`config.mk`:
```
export PLATFORM = sky130hd
export DESIGN_NAME = enemies_layer_mux
export DESIGN_NICKNAME = d
export VERILOG_FILES = /design/src/rtl/enemies_pkg.sv /design/src/rtl/enemies_prio_arbiter.sv /design/src/rtl/enemies_layer_mux.sv
export SDC_FILE = /design/constraint.sdc
export NUM_CORES = 1
export LEC_CHECK = 0
export CAP_MARGIN = 20
export CORE_MARGIN = 4
export CORE_UTILIZATION = 33
export CTS_BUF_LIST = sky130_fd_sc_hd__clkbuf_4 sky130_fd_sc_hd__clkbuf_8
export DETAILED_ROUTE_END_ITERATION = 16
export MAX_ROUTING_LAYER = met4
export PLACE_DENSITY_LB_ADDON = 0.3
export SYNTH_ARGS = -nofsm -noshare
export SYNTH_HDL_FRONTEND = slang
export SYNTH_SLANG_ARGS = --single-unit
```
`constraint.sdc`:
```
create_clock -name clk -period 1.5 [get_ports clk]
set_clock_uncertainty 0.2 [all_clocks]
set_input_delay 0.15 -clock clk [delete_from_list [all_inputs] [get_ports clk]]
set_output_delay 0.15 -clock clk [all_outputs]
set_load 0.01 [all_outputs]
```
`src/rtl/enemies_pkg.sv`:
```
// Shared types and helpers for the enemy sprite blocks and the enemies layer mux.
package enemies_pkg;

  localparam int MAX_ENEMY_CH = 16;

  typedef logic [7:0] rgb_t;

  // Channel-index width; never below one bit so a 2-channel build still has an index.
  function automatic int ch_w(input int n);
    return (n <= 2) ? 1 : $clog2(n);
  endfunction

endpackage

```
`src/rtl/enemies_prio_arbiter.sv`:
```
// Combinational wrap-around priority encoder: first set bit of eff at or above ptr,
// wrapping past NUM_CH-1 back to 0.
module enemies_prio_arbiter #(
  parameter int NUM_CH = 4,
  parameter int CH_W   = 2
) (
  input  logic [NUM_CH-1:0] eff,
  input  logic [CH_W-1:0]   ptr,
  output logic              valid,
  output logic [CH_W-1:0]   index
);

  always_comb begin : search
    int unsigned j;
    // NOTE: every output gets a default before the loop, so no path leaves it unassigned and no latch is inferred.
    valid = 1'b0;
    index = '0;
    j     = 0;
    for (int k = 0; k < NUM_CH; k++) begin
      j = int'(ptr) + k;
      if (j >= NUM_CH) j = j - NUM_CH;
      if (!valid && eff[j]) begin
        valid = 1'b1;
        index = CH_W'(j);
      end
    end
  end

endmodule

```
`src/rtl/enemies_layer_mux.sv`:
```
// Registered NUM_CH-channel enemies layer mux with per-frame overlap record.
// Define ENEMIES_ROTATE_PRIO_EN for per-frame rotating priority; default is fixed lowest-index priority.
module enemies_layer_mux
  import enemies_pkg::*;
#(
  parameter int                NUM_CH = 4,
  parameter int                RGB_W  = 8,
  parameter logic [RGB_W-1:0]  BG_RGB = '0,
  localparam int               CH_W   = ch_w(NUM_CH)
) (
  input  logic                     clk,
  input  logic                     reset,
  input  logic                     startOfFrame,
  input  logic [NUM_CH-1:0]        chDR,
  input  logic [NUM_CH*RGB_W-1:0]  chRGB,
  input  logic [NUM_CH-1:0]        chEnable,
  output logic                     layerDR,
  output logic [RGB_W-1:0]         layerRGB,
  output logic [CH_W-1:0]          layerCh,
  output logic [NUM_CH-1:0]        overlapFlags,
  output logic                     frameOverlap
);

  function automatic logic [CH_W:0] popcount(input logic [NUM_CH-1:0] v);
    logic [CH_W:0] c;
    c = '0;
    for (int i = 0; i < NUM_CH; i++) c = c + (CH_W+1)'(v[i]);
    return c;
  endfunction

  logic [NUM_CH-1:0] eff;
  logic              multi;
  logic [CH_W-1:0]   ptr;
  logic              win_valid;
  logic [CH_W-1:0]   win_idx;
  logic [RGB_W-1:0]  ch_rgb [NUM_CH];
  logic [NUM_CH-1:0] acc;

  assign eff   = chDR & chEnable;
  assign multi = (popcount(eff) >= (CH_W+1)'(2));

  always_comb begin
    for (int i = 0; i < NUM_CH; i++) ch_rgb[i] = chRGB[i*RGB_W +: RGB_W];
  end

`ifdef ENEMIES_ROTATE_PRIO_EN
  // Compare against NUM_CH-1 rather than relying on rollover so odd channel counts wrap correctly.
  always_ff @(posedge clk) begin
    if (reset)
      ptr <= '0;
    else if (startOfFrame)
      ptr <= (ptr == CH_W'(NUM_CH-1)) ? '0 : ptr + 1'b1;
  end
`else
  assign ptr = '0;
`endif

  enemies_prio_arbiter #(
    .NUM_CH (NUM_CH),
    .CH_W   (CH_W)
  ) u_arbiter (
    .eff   (eff),
    .ptr   (ptr),
    .valid (win_valid),
    .index (win_idx)
  );

  // NOTE: registers update with <= so each one samples the values from before the edge.
  always_ff @(posedge clk) begin
    if (reset) begin
      layerDR  <= 1'b0;
      layerRGB <= '0;
      layerCh  <= '0;
    end else begin
      layerDR  <= win_valid;
      layerRGB <= win_valid ? ch_rgb[win_idx] : BG_RGB;
      layerCh  <= win_valid ? win_idx : '0;
    end
  end

  // The pulse cycle opens the new frame: its overlap seeds acc instead of joining the old record.
  always_ff @(posedge clk) begin
    if (reset) begin
      acc          <= '0;
      overlapFlags <= '0;
    end else if (startOfFrame) begin
      overlapFlags <= acc;
      acc          <= multi ? eff : '0;
    end else if (multi) begin
      acc <= acc | eff;
    end
  end

  assign frameOverlap = |overlapFlags;

endmodule

```
# After elaboration in Yosys (flattened, before gate mapping)
# Cells that the tools add are included.
[classes]
add_sub_neg = 3
order_cmp = 2
muxes = 13
n_bitwise = 4
n_reduce_logical = 9
[op_table]
columns = ["operator", "n"]
rows = [
  ["8-bit binary-select mux with 2-bit select", 1],
  ["8-bit two-way mux", 2],
  ["4-bit two-way mux", 3],
  ["1-bit two-way mux", 5],
  ["4-bit bitwise AND", 1],
  ["2-bit two-way mux", 2],
  ["4-bit bitwise OR", 1],
  ["4-bit OR reduction", 1],
  ["2-bit by 1-bit adder with 3-bit output", 1],
  ["3-bit by 1-bit adder with 3-bit output", 1],
  ["3-bit by 2-bit greater-or-equal comparator with 1-bit output, second input constant", 1],
  ["3-bit greater-or-equal comparator, second input constant", 1],
  ["1-bit logical AND", 3],
  ["1-bit zero test", 3],
  ["2-bit inverter with 3-bit output", 1],
  ["1-bit by 1-bit adder with 2-bit output", 1],
  ["2-bit nonzero test", 1],
  ["2-bit OR reduction", 1],
  ["1-bit inverter", 1],
]
[totals]
ff_bits = 19
inputBits = 43
out_inout_bits = 16
word_cells = 36

# Longest topological paths before layout
[depth]
depth_word = 15
ltp_mapped = 6
mapped_depth_nobuf = 6

# Hierarchy
# From an unflattened synthesis, not the netlist that was laid out.
[unflattened]
hier_cells = 101
area_unflattened_um2 = 958.4
[modules_own_cells]
columns = ["mod", "n_inst", "cells_each", "area_each_um2", "seq_area_each_um2"]
rows = [
  ["enemies_layer_mux", 1, 86, 880.8, 380.4],
  ["enemies_prio_arbiter", 1, 15, 77.6, 0.0],
]

# Worst setup path before layout
# No wires, ideal clock.
[synth_timing]
path_type = "in2reg"
start = "input chDR[3]"
end = "register acc[2]"
setup_ns = 0.132
arrival_ns = 1.268
required_ns = 1.168
slack_ns = -0.100
stages = 6
n_path_buf = 1
path_cell_list = "and2_1 clkbuf_1 ha_1 a31o_2 o21bai_1 a21oi_1"
[synth_between]
elab_chain_cells = 5
word_cells_on_any_way = 6
classes_between = "add/sub (1); order compare (1); mux (2); bitwise (1); reduce/logical (1)"
[synth_rtl]
columns = ["item", "line_no", "text"]
rows = [
  ["from (decl)", "enemies_layer_mux.sv:14", "input logic [NUM_CH-1:0] chDR,"],
  ["4-bit bitwise AND (*)", "enemies_layer_mux.sv:39", "assign eff = chDR & chEnable;"],
  ["3-bit by 1-bit adder with 3-bit output (*)", "enemies_layer_mux.sv:27", "for (int i = 0; i < NUM_CH; i++) c = c + (CH_W+1)'(v[i]);"],
  ["3-bit by 2-bit greater-or-equal comparator with 1-bit output (*)", "enemies_layer_mux.sv:40", "assign multi = (popcount(eff) >= (CH_W+1)'(2));"],
  ["4-bit two-way mux", "enemies_layer_mux.sv:88", "acc <= multi ? eff : '0;"],
  ["4-bit two-way mux", "enemies_layer_mux.sv:86", "end else if (startOfFrame) begin"],
  ["to (signal assigned)", "enemies_layer_mux.sv:88", ""],
  ["to (signal assigned)", "enemies_layer_mux.sv:90", "acc <= acc | eff;"],
  ["to (decl)", "enemies_layer_mux.sv:37", "logic [NUM_CH-1:0] acc;"],
]
# Every way passes the cells marked *; elsewhere a longest branch is shown, timed or not.
# A chain may end at the register's enable or synchronous reset.

# Worst setup path in the final report
[layout_timing]
start = "register overlapFlags[3]"
end = "output frameOverlap"
[layout_between]
elab_chain_cells = 1
[layout_rtl]
columns = ["item", "line_no", "text"]
rows = [
  ["from (decl)", "enemies_layer_mux.sv:20", "output logic [NUM_CH-1:0] overlapFlags,"],
  ["from (signal assigned)", "enemies_layer_mux.sv:85", "overlapFlags <= '0;"],
  ["from (signal assigned)", "enemies_layer_mux.sv:87", "overlapFlags <= acc;"],
  ["4-bit OR reduction", "enemies_layer_mux.sv:94", "assign frameOverlap = |overlapFlags;"],
  ["to (decl)", "enemies_layer_mux.sv:21", "output logic frameOverlap"],
]
# No other way between the ends.

==> results.cfg <==
[grt]
first_global_vias = 1081
grt_overflow = 0
grtUsageTotal_pct = 17.0
antenna_found_initial = 0
grt_pass1_wl_um = 4610
grt_max_degree = 19

[timing]
slew_headroom_pct = 77.3
final-hold-violation-count = 0
setup_tns_ps = -132
worstMarginPinSlew_ps = 339
setup_slack_ps = -132
rsz0062_at_grt = true
max_freq_mhz = 613
drv_slew = 0
period_share_pct = 109
finalSetupViolCount = 1
period_needed_ps = 1630
holdWs_ps = 81.3

[power]
leakage_nw = 0.795
power.total_w = 0.00111
clockPowerShare_pct = 23.7
p_comb_share_pct = 28.3
swShare_pct = 26.3
power.density_nw_per_um2 = 670
internal_power_w = 0.000821
p_sw_w = 0.000294
seq_power_share_pct = 48.0
ir_worst_vdd_uv = 407

[route]
post_drt_via_cell_ratio = 5.24
wl_per_cell_um = 14.5
drt_iter0_markers = 22
route.detailed.drc = 0
wirelength_um = 3020
vias = 1089
dr.pass1.iters = 4
ant_nets = 0

[critical_path]
cp_max_fo = 2
start_kind = register
ff2ff_path_depth = 3
crit_path_end_kind = output pin
crit_required_ps = 1150
crit_type = register to output pin
cp_data_arrival_time_ps = 1280

[cells_and_area]
fillers = 236
multi_input_area_um2 = 509
seqCellArea_um2 = 380
layout_commonest_cell = clkdlybuf4s50_1
diodes = 0
final_nets = 223
design_area_um2 = 1660
most-common-layout-cells = clkdlybuf4s50_1, buf_4, dfxtp_1, dlygate4sd2_1, a31oi_1
syn_to_final_growth_pct = 79.8
fin_cells = 208
drive_gt1_share_pct = 19.1

[clocking]
worstSkewPairLatency_ps = 290
clockBufferDepth = 2
cts.reportedPaths.clkPinSlew_ps = 120
cts.sinks = 19
cts_tree = done
cts_made_buffers = 3
root_buffer = clkbuf_4
htree_levels = 1
cts_hold_buf = 0

[min_path]
worstHoldPathCells = 3
hold_class = primary input to register

[die]
chipWidth_um = 60.9
start_util_pct = 36.0
die_height_um = 60.9
rows = 18
coreArea_um2 = 2570
die-area_um2 = 3710
io_pins = 59

[place]
routabilityCongestion = 0.837
dp.cells = 198
port_buffers = 58
dp_hpwl_um = 2350
place_area_um2 = 1600

[yosys]
post-synth-top-area-cell = dfxtp_1
ys_warn_count = 0
synthesis.area_um2 = 925
synth_top_cell_area_share_pct = 41.1
ys_seq_area_share_pct = 41.1
synth-seq-cells = 19
syn_avg_cell_area_um2 = 8.72
synth_cells = 106
yosys-top-cells-area = dfxtp_1, a31oi_1, and3_1, o22ai_1, mux2i_1
ys_types = 26
synth_nets = 150

[status]
run_status = finished, violations left
violations = negative setup slack

[job]
maxCapViolCount = 0
==> sequential cells by signal (all words and copies together) (netlist names) <==
register      count
overlapFlags      4
layerCh           2
layerRGB          8
acc               4
layerDR           1
==> metal layers <==
metal	track usage, %	vias to the layer above	wire (um)
li1	-	543	-
met1	20.0	492	1220
met2	29.3	50	1510
met3	2.34	4	247
met4	6.50	0	46
met5	-	-	0
==> layout make-up <==
| cell class | instances | area share, % |
|---|---|---|
| clock inverters | 1 | 0.301 |
| repair buffers | 78 | 42.4 |
| inverters | 1 | 0.226 |
| clock buffers | 3 | 1.35 |
| flip-flops and latches | 19 | 22.9 |
| multi-input cells | 76 | 30.6 |
| well taps | 30 | 2.26 |
==> power groups by stage <==
stage	registers, W	logic (W)	clock network, W
after floorplan	0.000558	0.000114	0
after global placement	0.000546	0.000307	0
after detailed placement	0.000548	0.000314	0
after CTS	0.000535	0.000311	0.000271
after global routing	0.000538	0.000341	0.000290
final	0.000535	0.000316	0.000264
==> synth_stat cells <==
cell type   n
xnor2_1     1
and2_4      2
a22oi_1     1
buf_2       1
o21ai_1     3
nor2_1      4
or4_1       1
clkbuf_1    7
nand2b_1    4
and4_2      1
dfxtp_1    19
ha_1        1
o21bai_1    1
a31o_2      1
buf_4       1
and3_1     16
nor3_1      1
and2_1      1
o22ai_1     8
or4_4       1
a31oi_1    17
nand2_1     3
buf_6       1
mux2i_1     4
a21oi_1     5
inv_2       1
==> per-stage QoR <==
stage | utilization, % | setup WS, ps
2_1_floorplan | - | 26.2
3_3_place_gp | 62.2 | -401
3_5_place_dp | 62.2 | -435
4_1_cts | 64.3 | -138
5_1_grt | 64.8 | -173
6_report | 64.8 | -132
==> cell families after synthesis <==
family	synth area share, %
AO/OA/AOI/OAI	23.8
AND/OR/NAND/NOR	22.6
flip-flops	41.1
buffers and inverters	5.82
multiplexers	4.33
XOR/XNOR	0.947
adder cells (fa/ha/maj)	1.35
==> what timing repair did <==
action,CTS,global route
pin swaps,4,0
gates resized for setup,24,4
buffers inserted,6,0
setup endpoints to repair,22,5
==> final timing paths <==
check,start,end,slack (ps)
max,overlapFlags[3],frameOverlap,-130
min,chDR[3],layerDR,80
max reg2reg,overlapFlags[1],overlapFlags[1],580
min reg2reg,acc[1],acc[1],290
==> worst max-delay path, cell delays in order, from the launching register on <==
cell,delay (ps)
dfxtp_1,330
or4_1,500
buf_2,150
No activity file was read; power rests on OpenSTA's default activity.
